[src/rtl/fpu_issue_ctrl_pkg.sv]
// Shared definitions for the FPU issue controller: FSM state encodings,
// FPU op-class opcodes, default latencies and the op-class decode helper.
package fpu_issue_ctrl_pkg;

    typedef enum logic [1:0] {
        ST_IDLE  = 2'd0,
        ST_ISSUE = 2'd1,
        ST_WAIT  = 2'd2,
        ST_DONE  = 2'd3
    } state_t;

    typedef enum logic [2:0] {
        CLS_ADD,
        CLS_MUL,
        CLS_DIV,
        CLS_SQRT,
        CLS_MISC
    } op_class_t;

    localparam logic [3:0] OP_ADD  = 4'b1000;
    localparam logic [3:0] OP_MUL  = 4'b1001;
    localparam logic [3:0] OP_DIV  = 4'b1010;
    localparam logic [3:0] OP_SQRT = 4'b1011;

    localparam int DEF_LAT_ADD  = 3;
    localparam int DEF_LAT_MUL  = 4;
    localparam int DEF_LAT_DIV  = 16;
    localparam int DEF_LAT_SQRT = 16;
    localparam int DEF_LAT_MISC = 1;
    localparam int DEF_CNT_W    = 5;

    function automatic op_class_t op_class(input logic [3:0] op);
        case (op)
            OP_ADD:  return CLS_ADD;
            OP_MUL:  return CLS_MUL;
            OP_DIV:  return CLS_DIV;
            OP_SQRT: return CLS_SQRT;
            default: return CLS_MISC;
        endcase
    endfunction

endpackage

[src/rtl/fpu_lat_decode.sv]
// Combinational map from the EX fpu_op field to the operation latency in cycles.
module fpu_lat_decode
    import fpu_issue_ctrl_pkg::*;
#(
    parameter int LAT_ADD  = DEF_LAT_ADD,
    parameter int LAT_MUL  = DEF_LAT_MUL,
    parameter int LAT_DIV  = DEF_LAT_DIV,
    parameter int LAT_SQRT = DEF_LAT_SQRT,
    parameter int LAT_MISC = DEF_LAT_MISC,
    parameter int CNT_W    = DEF_CNT_W
) (
    input  logic [3:0]       i_fpu_op,
    output logic [CNT_W-1:0] o_lat
);

    always_comb begin
        o_lat = CNT_W'(LAT_MISC);
        case (op_class(i_fpu_op))
            CLS_ADD:  o_lat = CNT_W'(LAT_ADD);
            CLS_MUL:  o_lat = CNT_W'(LAT_MUL);
            CLS_DIV:  o_lat = CNT_W'(LAT_DIV);
            CLS_SQRT: o_lat = CNT_W'(LAT_SQRT);
            default:  o_lat = CNT_W'(LAT_MISC);
        endcase
    end

endmodule

[src/rtl/fpu_issue_ctrl.sv]
// Sequences one multi-cycle FPU operation from EX: latch operands, pulse start,
// count the op latency while stalling the front end, then strobe the result.
module fpu_issue_ctrl
    import fpu_issue_ctrl_pkg::*;
#(
    parameter int LAT_ADD  = DEF_LAT_ADD,
    parameter int LAT_MUL  = DEF_LAT_MUL,
    parameter int LAT_DIV  = DEF_LAT_DIV,
    parameter int LAT_SQRT = DEF_LAT_SQRT,
    parameter int LAT_MISC = DEF_LAT_MISC,
    parameter int CNT_W    = DEF_CNT_W
) (
    input  logic        clock,
    input  logic        clear,
    input  logic        ex_valid,
    input  logic [3:0]  ex_fpu_op,
    input  logic [2:0]  ex_func3,
    input  logic [4:0]  ex_rd,
    input  logic [31:0] ex_dataA,
    input  logic [31:0] ex_dataB,
    input  logic        flush,
    input  logic        fpu_inprogress,
    input  logic [31:0] fpu_result,
    output logic        fpu_start,
    output logic [31:0] fpu_opA,
    output logic [31:0] fpu_opB,
    output logic [3:0]  fpu_op,
    output logic [2:0]  fpu_func3,
    output logic        stall,
    output logic        res_valid,
    output logic [31:0] res_data,
    output logic [4:0]  res_rd,
    output logic        busy,
    output logic        err
);

    state_t             r_state;
    state_t             w_state_next;
    logic [CNT_W-1:0]   r_cnt;
    logic [CNT_W-1:0]   w_lat;
    logic               w_accept;
    logic [31:0]        r_opA;
    logic [31:0]        r_opB;
    logic [3:0]         r_op;
    logic [2:0]         r_func3;
    logic [4:0]         r_rd;
    logic               r_err;

    fpu_lat_decode #(
        .LAT_ADD  (LAT_ADD),
        .LAT_MUL  (LAT_MUL),
        .LAT_DIV  (LAT_DIV),
        .LAT_SQRT (LAT_SQRT),
        .LAT_MISC (LAT_MISC),
        .CNT_W    (CNT_W)
    ) u_lat_decode (
        .i_fpu_op (ex_fpu_op),
        .o_lat    (w_lat)
    );

    always_ff @(posedge clock) begin
        if (clear) begin
            r_state <= ST_IDLE;
        end else begin
            r_state <= w_state_next;
        end
    end

    // Stall in IDLE is combinational so the accepting cycle already freezes the front end.
    always_comb begin
        w_state_next = r_state;
        w_accept     = 1'b0;
        stall        = 1'b0;
        fpu_start    = 1'b0;
        res_valid    = 1'b0;
        case (r_state)
            ST_IDLE: begin
                if (ex_valid && !flush) begin
                    stall        = 1'b1;
                    w_accept     = 1'b1;
                    w_state_next = ST_ISSUE;
                end
            end
            ST_ISSUE: begin
                fpu_start = 1'b1;
                stall     = 1'b1;
                if (flush) begin
                    w_state_next = ST_IDLE;
                end else if (r_cnt == '0) begin
                    w_state_next = ST_DONE;
                end else begin
                    w_state_next = ST_WAIT;
                end
            end
            ST_WAIT: begin
                stall = 1'b1;
                if (flush) begin
                    w_state_next = ST_IDLE;
                end else if (r_cnt <= CNT_W'(1)) begin
                    w_state_next = ST_DONE;
                end
            end
            ST_DONE: begin
                res_valid    = 1'b1;
                w_state_next = ST_IDLE;
            end
            default: w_state_next = ST_IDLE;
        endcase
    end

    // WAIT is entered with cnt = LAT-1 and leaves at cnt == 1, so it spans LAT-1 cycles.
    always_ff @(posedge clock) begin
        if (clear) begin
            r_cnt <= '0;
        end else if (w_accept) begin
            r_cnt <= w_lat - CNT_W'(1);
        end else if (r_state == ST_WAIT && r_cnt > CNT_W'(1)) begin
            r_cnt <= r_cnt - CNT_W'(1);
        end
    end

    always_ff @(posedge clock) begin
        if (clear) begin
            r_opA   <= '0;
            r_opB   <= '0;
            r_op    <= '0;
            r_func3 <= '0;
            r_rd    <= '0;
        end else if (w_accept) begin
            r_opA   <= ex_dataA;
            r_opB   <= ex_dataB;
            r_op    <= ex_fpu_op;
            r_func3 <= ex_func3;
            r_rd    <= ex_rd;
        end
    end

    always_ff @(posedge clock) begin
        if (clear) begin
            r_err <= 1'b0;
        end else if (r_state == ST_DONE && fpu_inprogress) begin
            r_err <= 1'b1;
        end
    end

    assign fpu_opA   = r_opA;
    assign fpu_opB   = r_opB;
    assign fpu_op    = r_op;
    assign fpu_func3 = r_func3;
    assign res_data  = fpu_result;
    assign res_rd    = r_rd;
    assign busy      = (r_state != ST_IDLE);
    assign err       = r_err;

endmodule

[config.mk]
export PLATFORM = sky130hd
export DESIGN_NAME = fpu_issue_ctrl
export DESIGN_NICKNAME = d
export VERILOG_FILES = /design/src/rtl/fpu_issue_ctrl_pkg.sv /design/src/rtl/fpu_lat_decode.sv /design/src/rtl/fpu_issue_ctrl.sv
export SDC_FILE = /design/constraint.sdc
export NUM_CORES = 1
export LEC_CHECK = 0
export CAP_MARGIN = 40
export CORE_UTILIZATION = 39
export DETAILED_ROUTE_END_ITERATION = 16
export GPL_ROUTABILITY_DRIVEN = 0
export MAX_ROUTING_LAYER = met4
export PLACE_DENSITY = 0.91
export SYNTH_ARGS = -nofsm -noshare
export SYNTH_HDL_FRONTEND = slang
export SYNTH_SLANG_ARGS = --single-unit
[constraint.sdc]
create_clock -name clock -period 4.9 [get_ports clock]
set_input_delay 0.735 -clock clock [delete_from_list [all_inputs] [get_ports clock]]
set_output_delay 0.735 -clock clock [all_outputs]
set_load 0.005 [all_outputs]
==> results of run 1 <==
routing by layer:
layer | track usage | wire [um] | vias to the layer above
met5 | - | 0 | -
met4 | 0.0808 | 119 | 0
met3 | 0.0510 | 653 | 19
met2 | 0.343 | 4370 | 121
met1 | 0.213 | 3650 | 1450
li1 | - | - | 1591
synthesized netlist by cell type (2+ instances only):
cell type	count	share of area
clkbuf_1	18	0.020
dfxtp_1	84	0.50
nor2_1	6	0.0067
buf_4	33	0.073
a21oi_1	79	0.12
inv_1	6	0.0067
ha_1	6	0.022
buf_1	5	0.0055
nand2b_1	2	0.0037
nand3_1	4	0.0059
nand2_1	155	0.17
a31oi_1	2	0.0037
nor4b_1	3	0.0078
report_power, final:
group | total (mW) | switching (mW) | leakage, nW | internal [mW]
logic | 0.305 | 0.132 | 1.01 | 0.173
registers | 0.746 | 0.0223 | 0.685 | 0.724
clock network | 0.470 | 0.234 | 0.0866 | 0.236
placed cells by master, fill, tap and decap left out, drive strengths merged, types with 2 or more instances in the layout:
master / netlist / layout
clkdlybuf4s50: 0 / 160
nand2: 155 / 155
dfxtp: 84 / 84
a21oi: 79 / 79
clkbuf: 18 / 12
inv: 7 / 7
nor2: 7 / 7
ha: 6 / 6
nand3: 4 / 4
buf: 39 / 4
nor4b: 3 / 3
o21ai: 3 / 3
nand2b: 2 / 2
a31oi: 2 / 2
clkinvlp: 0 / 2
stage by stage:
stage	cells	hold slack, ns	utilization
3_5_place_dp	639	0.446	0.583
6_report	655	0.454	0.605
2_1_floorplan	427	0.453	-
4_1_cts	655	0.457	0.605
5_1_grt	655	0.481	0.605
3_3_place_gp	638	0.441	0.580
critical path, delay by kind of cell:
kind	cells	cell delay, ns
buf+inv	2	1.01
simple gates	4	0.52
path summary, 6_finish.rpt:
path | endpoint | slack (ns) | start
worst max-delay path | stall | 1.90 | flush
worst max register to register | r_cnt[2]$_SDFFE_PP0P_ | 2.72 | r_state[0]$_SDFFE_PP0P_
worst min register to register | fpu_opB[4]$_SDFFE_PP0P_ | 0.45 | fpu_opB[4]$_SDFFE_PP0P_
worst min-delay path | fpu_opB[4]$_SDFFE_PP0P_ | 0.45 | fpu_opB[4]$_SDFFE_PP0P_
state kept, by name, summed over array words and instances (netlist names):
register and cells:
fpu_opA 32, fpu_op 4, err 1, res_rd 5, fpu_func3 3, fpu_opB 32
r_state 2, r_cnt 5
cell families (layout without fill, tap and decap cells):
| logic type | count (synthesis) | count (layout) | share of synthesized area |
|---|---|---|---|
| xor+xnor | 2 | 2 | 0.00518 |
| fa+ha+maj | 6 | 6 | 0.0222 |
| compound gates | 91 | 91 | 0.146 |
| buf+inv | 64 | 187 | 0.108 |
| mux | 1 | 1 | 0.00333 |
| simple gates | 179 | 179 | 0.218 |
| flops | 84 | 84 | 0.497 |
final cells by class:
cell class	count	area, um2	share of cell area
Sequential cell	84	1680	0.335
Timing Repair Buffer	164	1650	0.328
Multi-Input combinational cell	279	1350	0.269
Clock buffer	12	135	0.0269
Tap cell	105	131	0.0262
Clock inverter	4	50.0	0.00997
Inverter	7	26.3	0.00523
==> flow_summary.json, run 1 <==
{
  "end_kind": "primary output",
  "path_cells": "clkdlybuf4s50_1, nand2b_1, nor2_4, nor2_1, nor2_1, clkdlybuf4s50_1",
  "ff2ff_path_depth": 7,
  "die_h_um": 95.1,
  "hold_viol": 0,
  "port_buffers": 161,
  "wl_per_cell_um": 13.4,
  "place_area_um2": 4840,
  "core_um2": 8300,
  "die_x_um": 95.1,
  "grt_use_total": 0.198,
  "ys_warn_count": 0,
  "slew_violations": 0,
  "start_util": 0.408,
  "cts_resized": 0,
  "grt_pass1_vias": 3029,
  "viasPerCell": 4.86,
  "synth_enable_flop_cells": 0,
  "powerDensity_nw_per_um2": 303,
  "synth_ff_type": "dfxtp_1",
  "crit_fanout": 4,
  "skew_ns": 0.0145,
  "root_buffer": "clkbuf_8",
  "slowest_stage": "clkdlybuf4s50_1",
  "p_total_mw": 1.52,
  "clk_pin_slew_worst_paths_ns": 0.07,
  "postLayoutSetupSlackWorst_ns": 1.90,
  "synth-async-reset-ratio": 0,
  "antenna_found_initial": 0,
  "ant_nets": 0,
  "wirelength_mm": 8.79,
  "htreeDepth": 3,
  "drive_gt1_frac": 0.0455,
  "drt_drc_violations_left": 0,
  "status": "completed",
  "numCtsBuffers": 9,
  "cpPeakStageDelay_ns": 0.54,
  "hold_path.class": "reg2reg",
  "seq_area_frac_synth": 0.497,
  "dr.pass1.iters": 4,
  "ir_drop_mv": 0.203,
  "cts_max_path_buffers": 2,
  "max_freq_mhz": 334,
  "syn_inst": 427,
  "setup-violations-final": 0,
  "pre_cts_slack_ns": 1.93,
  "io_pins": 226,
  "grt_setup_unrepaired": "no",
  "die_area_um2": 9050,
  "fin_nets": 664,
  "min_period_ns": 3.00,
  "fillers": 724,
  "finalCritPeriodShare": 0.612,
  "p_leak_nw": 1.78,
  "ys_ff_latch": 84,
  "cts_setup_buffers": 0,
  "drt-initial-drc-count": 71,
  "required_ns": 4.16,
  "syn_to_final_growth_pct": 48.4,
  "cts_hold_buf": 0,
  "grt_max_degree": 81,
  "worstSkewPairLatency_ns": 0.34,
  "clock_sinks": 84,
  "synth.avg_cell_area_um2": 7.92,
  "synth_cell_types": 37,
  "dp_hpwl_mm": 6.32,
  "syn_area_um2": 3380,
  "design_area_um2": 5020,
  "worstSetupStartpointType": "input port",
  "cts_tree": "yes",
  "fin_tns_setup_ns": 0,
  "arrival_ns": 2.26,
  "hold_depth": 2,
  "antenna_cells": 0,
  "crit_type": "in2out",
  "rows": 33,
  "grt_first_pass_wirelength_mm": 13.5,
  "tightestPinTransition_ns": 0.847,
  "maxCapViolations": 0,
  "max_slew_margin": 0.435,
  "vias": 3181,
  "grt_overflow": 0,
  "synth.net_count": 546
}
Note: power is estimated with default switching activity, not from simulation.
==> run 2: changes to the inputs <==
--- a/config.mk
+++ b/config.mk
@@ -6,11 +6,11 @@
 export NUM_CORES = 1
 export LEC_CHECK = 0
 export CAP_MARGIN = 40
-export CORE_UTILIZATION = 39
+export CORE_UTILIZATION = 36
 export DETAILED_ROUTE_END_ITERATION = 16
 export GPL_ROUTABILITY_DRIVEN = 0
 export MAX_ROUTING_LAYER = met4
-export PLACE_DENSITY = 0.91
+export PLACE_DENSITY = 0.85
 export SYNTH_ARGS = -nofsm -noshare
 export SYNTH_HDL_FRONTEND = slang
 export SYNTH_SLANG_ARGS = --single-unit
==> constraint.sdc (replaced) <==
create_clock -name clock -period 2.8 [get_ports clock]
set_input_delay 0.42 -clock clock [delete_from_list [all_inputs] [get_ports clock]]
set_output_delay 0.42 -clock clock [all_outputs]
set_load 0.005 [all_outputs]
==> run 2 against run 1 <==
Effect of this change:
- clock skew shrank 0.0079 ns
- die area increased by 8.1%
- setup slack worse by 1.6 ns
- core utilization fell by 5.2 points
- register-to-register slack got worse by 2.0 ns
- combinational power increased by 75%
- sequential cell count unchanged
- non-clock buffer count grew 4
- hold slack improved by 0.00091 ns
- first-iteration DRC count up 99%
- highest routed layer unchanged
==> flow_summary.json, run 2 (synthesis gave the netlist of run 1 again) <==
{
  "status": "completed",
  "setup-violations-final": 0,
  "cts_hold_buf": 0,
  "grt_setup_unrepaired": "no",
  "core_um2": 9150,
  "grt_overflow": 0,
  "min_to": "fpu_opB[12]$_SDFFE_PP0P_",
  "max_freq_mhz": 404,
  "vias": 3215,
  "crit_type": "reg2out",
  "timing.hold.ws_ns": 0.455,
  "hold_path.class": "reg2reg",
  "power.internal_mw": 2.06,
  "root_buffer": "clkbuf_8",
  "antenna_found_initial": 0,
  "hold_depth": 2,
  "clk_pin_slew_worst_paths_ns": 0.08,
  "worstSetupStartpointType": "register",
  "ir_drop_mv": 0.364,
  "htreeDepth": 3,
  "syn_to_final_growth_pct": 49.6,
  "grt_max_degree": 55,
  "final_util": 0.553,
  "ant_nets": 0,
  "fin_nets": 668,
  "finalCritPeriodShare": 0.885,
  "drt-initial-drc-count": 141,
  "skew_ns": 0.00660,
  "powerDensity_nw_per_um2": 542,
  "start_util": 0.370,
  "clock_sinks": 84,
  "die_area_um2": 9790,
  "max_slew_margin": 0.429,
  "fillers": 837,
  "arrival_ns": 2.06,
  "required_ns": 2.38,
  "grt_pass1_vias": 3171,
  "final_cell_mix": "clkdlybuf4s50_1, nand2_1, dfxtp_1",
  "hold_viol": 0,
  "end_kind": "primary output",
  "design_area_um2": 5060,
  "antenna_cells": 0,
  "die_h_um": 98.9,
  "dr.pass1.iters": 4,
  "numCtsBuffers": 9,
  "cts_resized": 0,
  "hold_start": "fpu_opB[12]$_SDFFE_PP0P_",
  "grt_first_pass_wirelength_mm": 14.3,
  "cts_max_path_buffers": 2,
  "crit_fanout": 6,
  "switching_share": 0.247,
  "drive_gt1_frac": 0.0542,
  "cts_setup_buffers": 0,
  "drt_drc_violations_left": 0,
  "p_comb_frac": 0.195,
  "grt_use_total": 0.186,
  "multi_input_area_um2": 1350,
  "p_sw_mw": 0.677,
  "ff2ff_path_depth": 7,
  "cts_tree": "yes",
  "rows": 35,
  "fin_tns_setup_ns": 0,
  "port_buffers": 161,
  "wl_per_cell_um": 13.1,
  "final-seq-area_um2": 1680,
  "viasPerCell": 4.84,
  "critPathLaunch": "r_state[1]$_SDFFE_PP0P_",
  "fin_cells": 664,
  "regToRegSetupSlack_ns": 0.75,
  "seq_power_share": 0.477,
  "maxCapViolations": 0,
  "die_x_um": 98.9,
  "dp.cells": 649,
  "dp_hpwl_mm": 6.31,
  "p_leak_nw": 1.80,
  "io_pins": 226,
  "tightestPinTransition_ns": 0.857,
  "place_area_um2": 4850,
  "min_period_ns": 2.48,
  "worstSkewPairLatency_ns": 0.33,
  "layout_commonest_cell": "clkdlybuf4s50_1",
  "wirelength_mm": 8.70,
  "r2r-start": "r_state[0]$_SDFFE_PP0P_",
  "slew_violations": 0,
  "reg2reg_to": "r_cnt[1]$_SDFFE_PP0P_",
  "clock_power_share": 0.329
}
[run 2: how the worst max path moves through the flow]
stage                        to  slack, ns  depth (start not counted)
after floorplan           stall       1.05                          7
after global placement    stall       0.49                          6
after detailed placement  stall       0.50                          6
after CTS                 stall       0.31                          7
after global routing      stall       0.21                          7
final                     stall       0.32                          7
[run 2: metal layers]
metal	vias up	track usage	part of all wire	wire [um]
met5	-	-	0	0
met4	0	0.0792	0.013	112
met3	15	0.0518	0.069	603
met2	112	0.320	0.51	4410
met1	1494	0.202	0.41	3580
li1	1594	-	-	-
[run 2: final cells by class]
class | instances | area share
Sequential cell | 84 | 0.332
Clock inverter | 5 | 0.0153
Inverter | 7 | 0.00519
Multi-Input combinational cell | 279 | 0.267
Clock buffer | 10 | 0.0252
Timing Repair Buffer | 168 | 0.328
Tap cell | 111 | 0.0274
[run 2: power by group through the flow]
stage | clock, mW | combinational [mW] | sequential [mW]
finish | 0.902 | 0.533 | 1.31
global route | 0.999 | 0.585 | 1.32
CTS | 0.949 | 0.538 | 1.31
detailed placement | 0 | 0.535 | 1.33
global placement | 0 | 0.521 | 1.33
floorplan | 0 | 0.246 | 1.34
[run 2: worst max-delay path: stages, from the launching register on]
cell	delay [ns]
dfxtp_1	0.35
inv_1	0.13
ha_1	0.33
inv_2	0.12
nor2_4	0.15
nor2_1	0.05
nor2_1	0.08
clkdlybuf4s50_1	0.52
[run 2: through the flow]
stage	power, mW	setup WS (ns)
6_report	2.74	0.322
5_1_grt	2.90	0.210
4_1_cts	2.79	0.305
3_5_place_dp	1.87	0.498
3_3_place_gp	1.85	0.494
2_1_floorplan	1.58	1.05
==> run 3: changes to the inputs <==
--- a/config.mk
+++ b/config.mk
@@ -7,6 +7,7 @@
 export LEC_CHECK = 0
 export CAP_MARGIN = 40
 export CORE_UTILIZATION = 36
+export CTS_CLUSTER_SIZE = 20
 export DETAILED_ROUTE_END_ITERATION = 16
 export GPL_ROUTABILITY_DRIVEN = 0
 export MAX_ROUTING_LAYER = met4
==> results of run 3 <==
The final DEF is identical to that of run 2; final timing and power are the same.
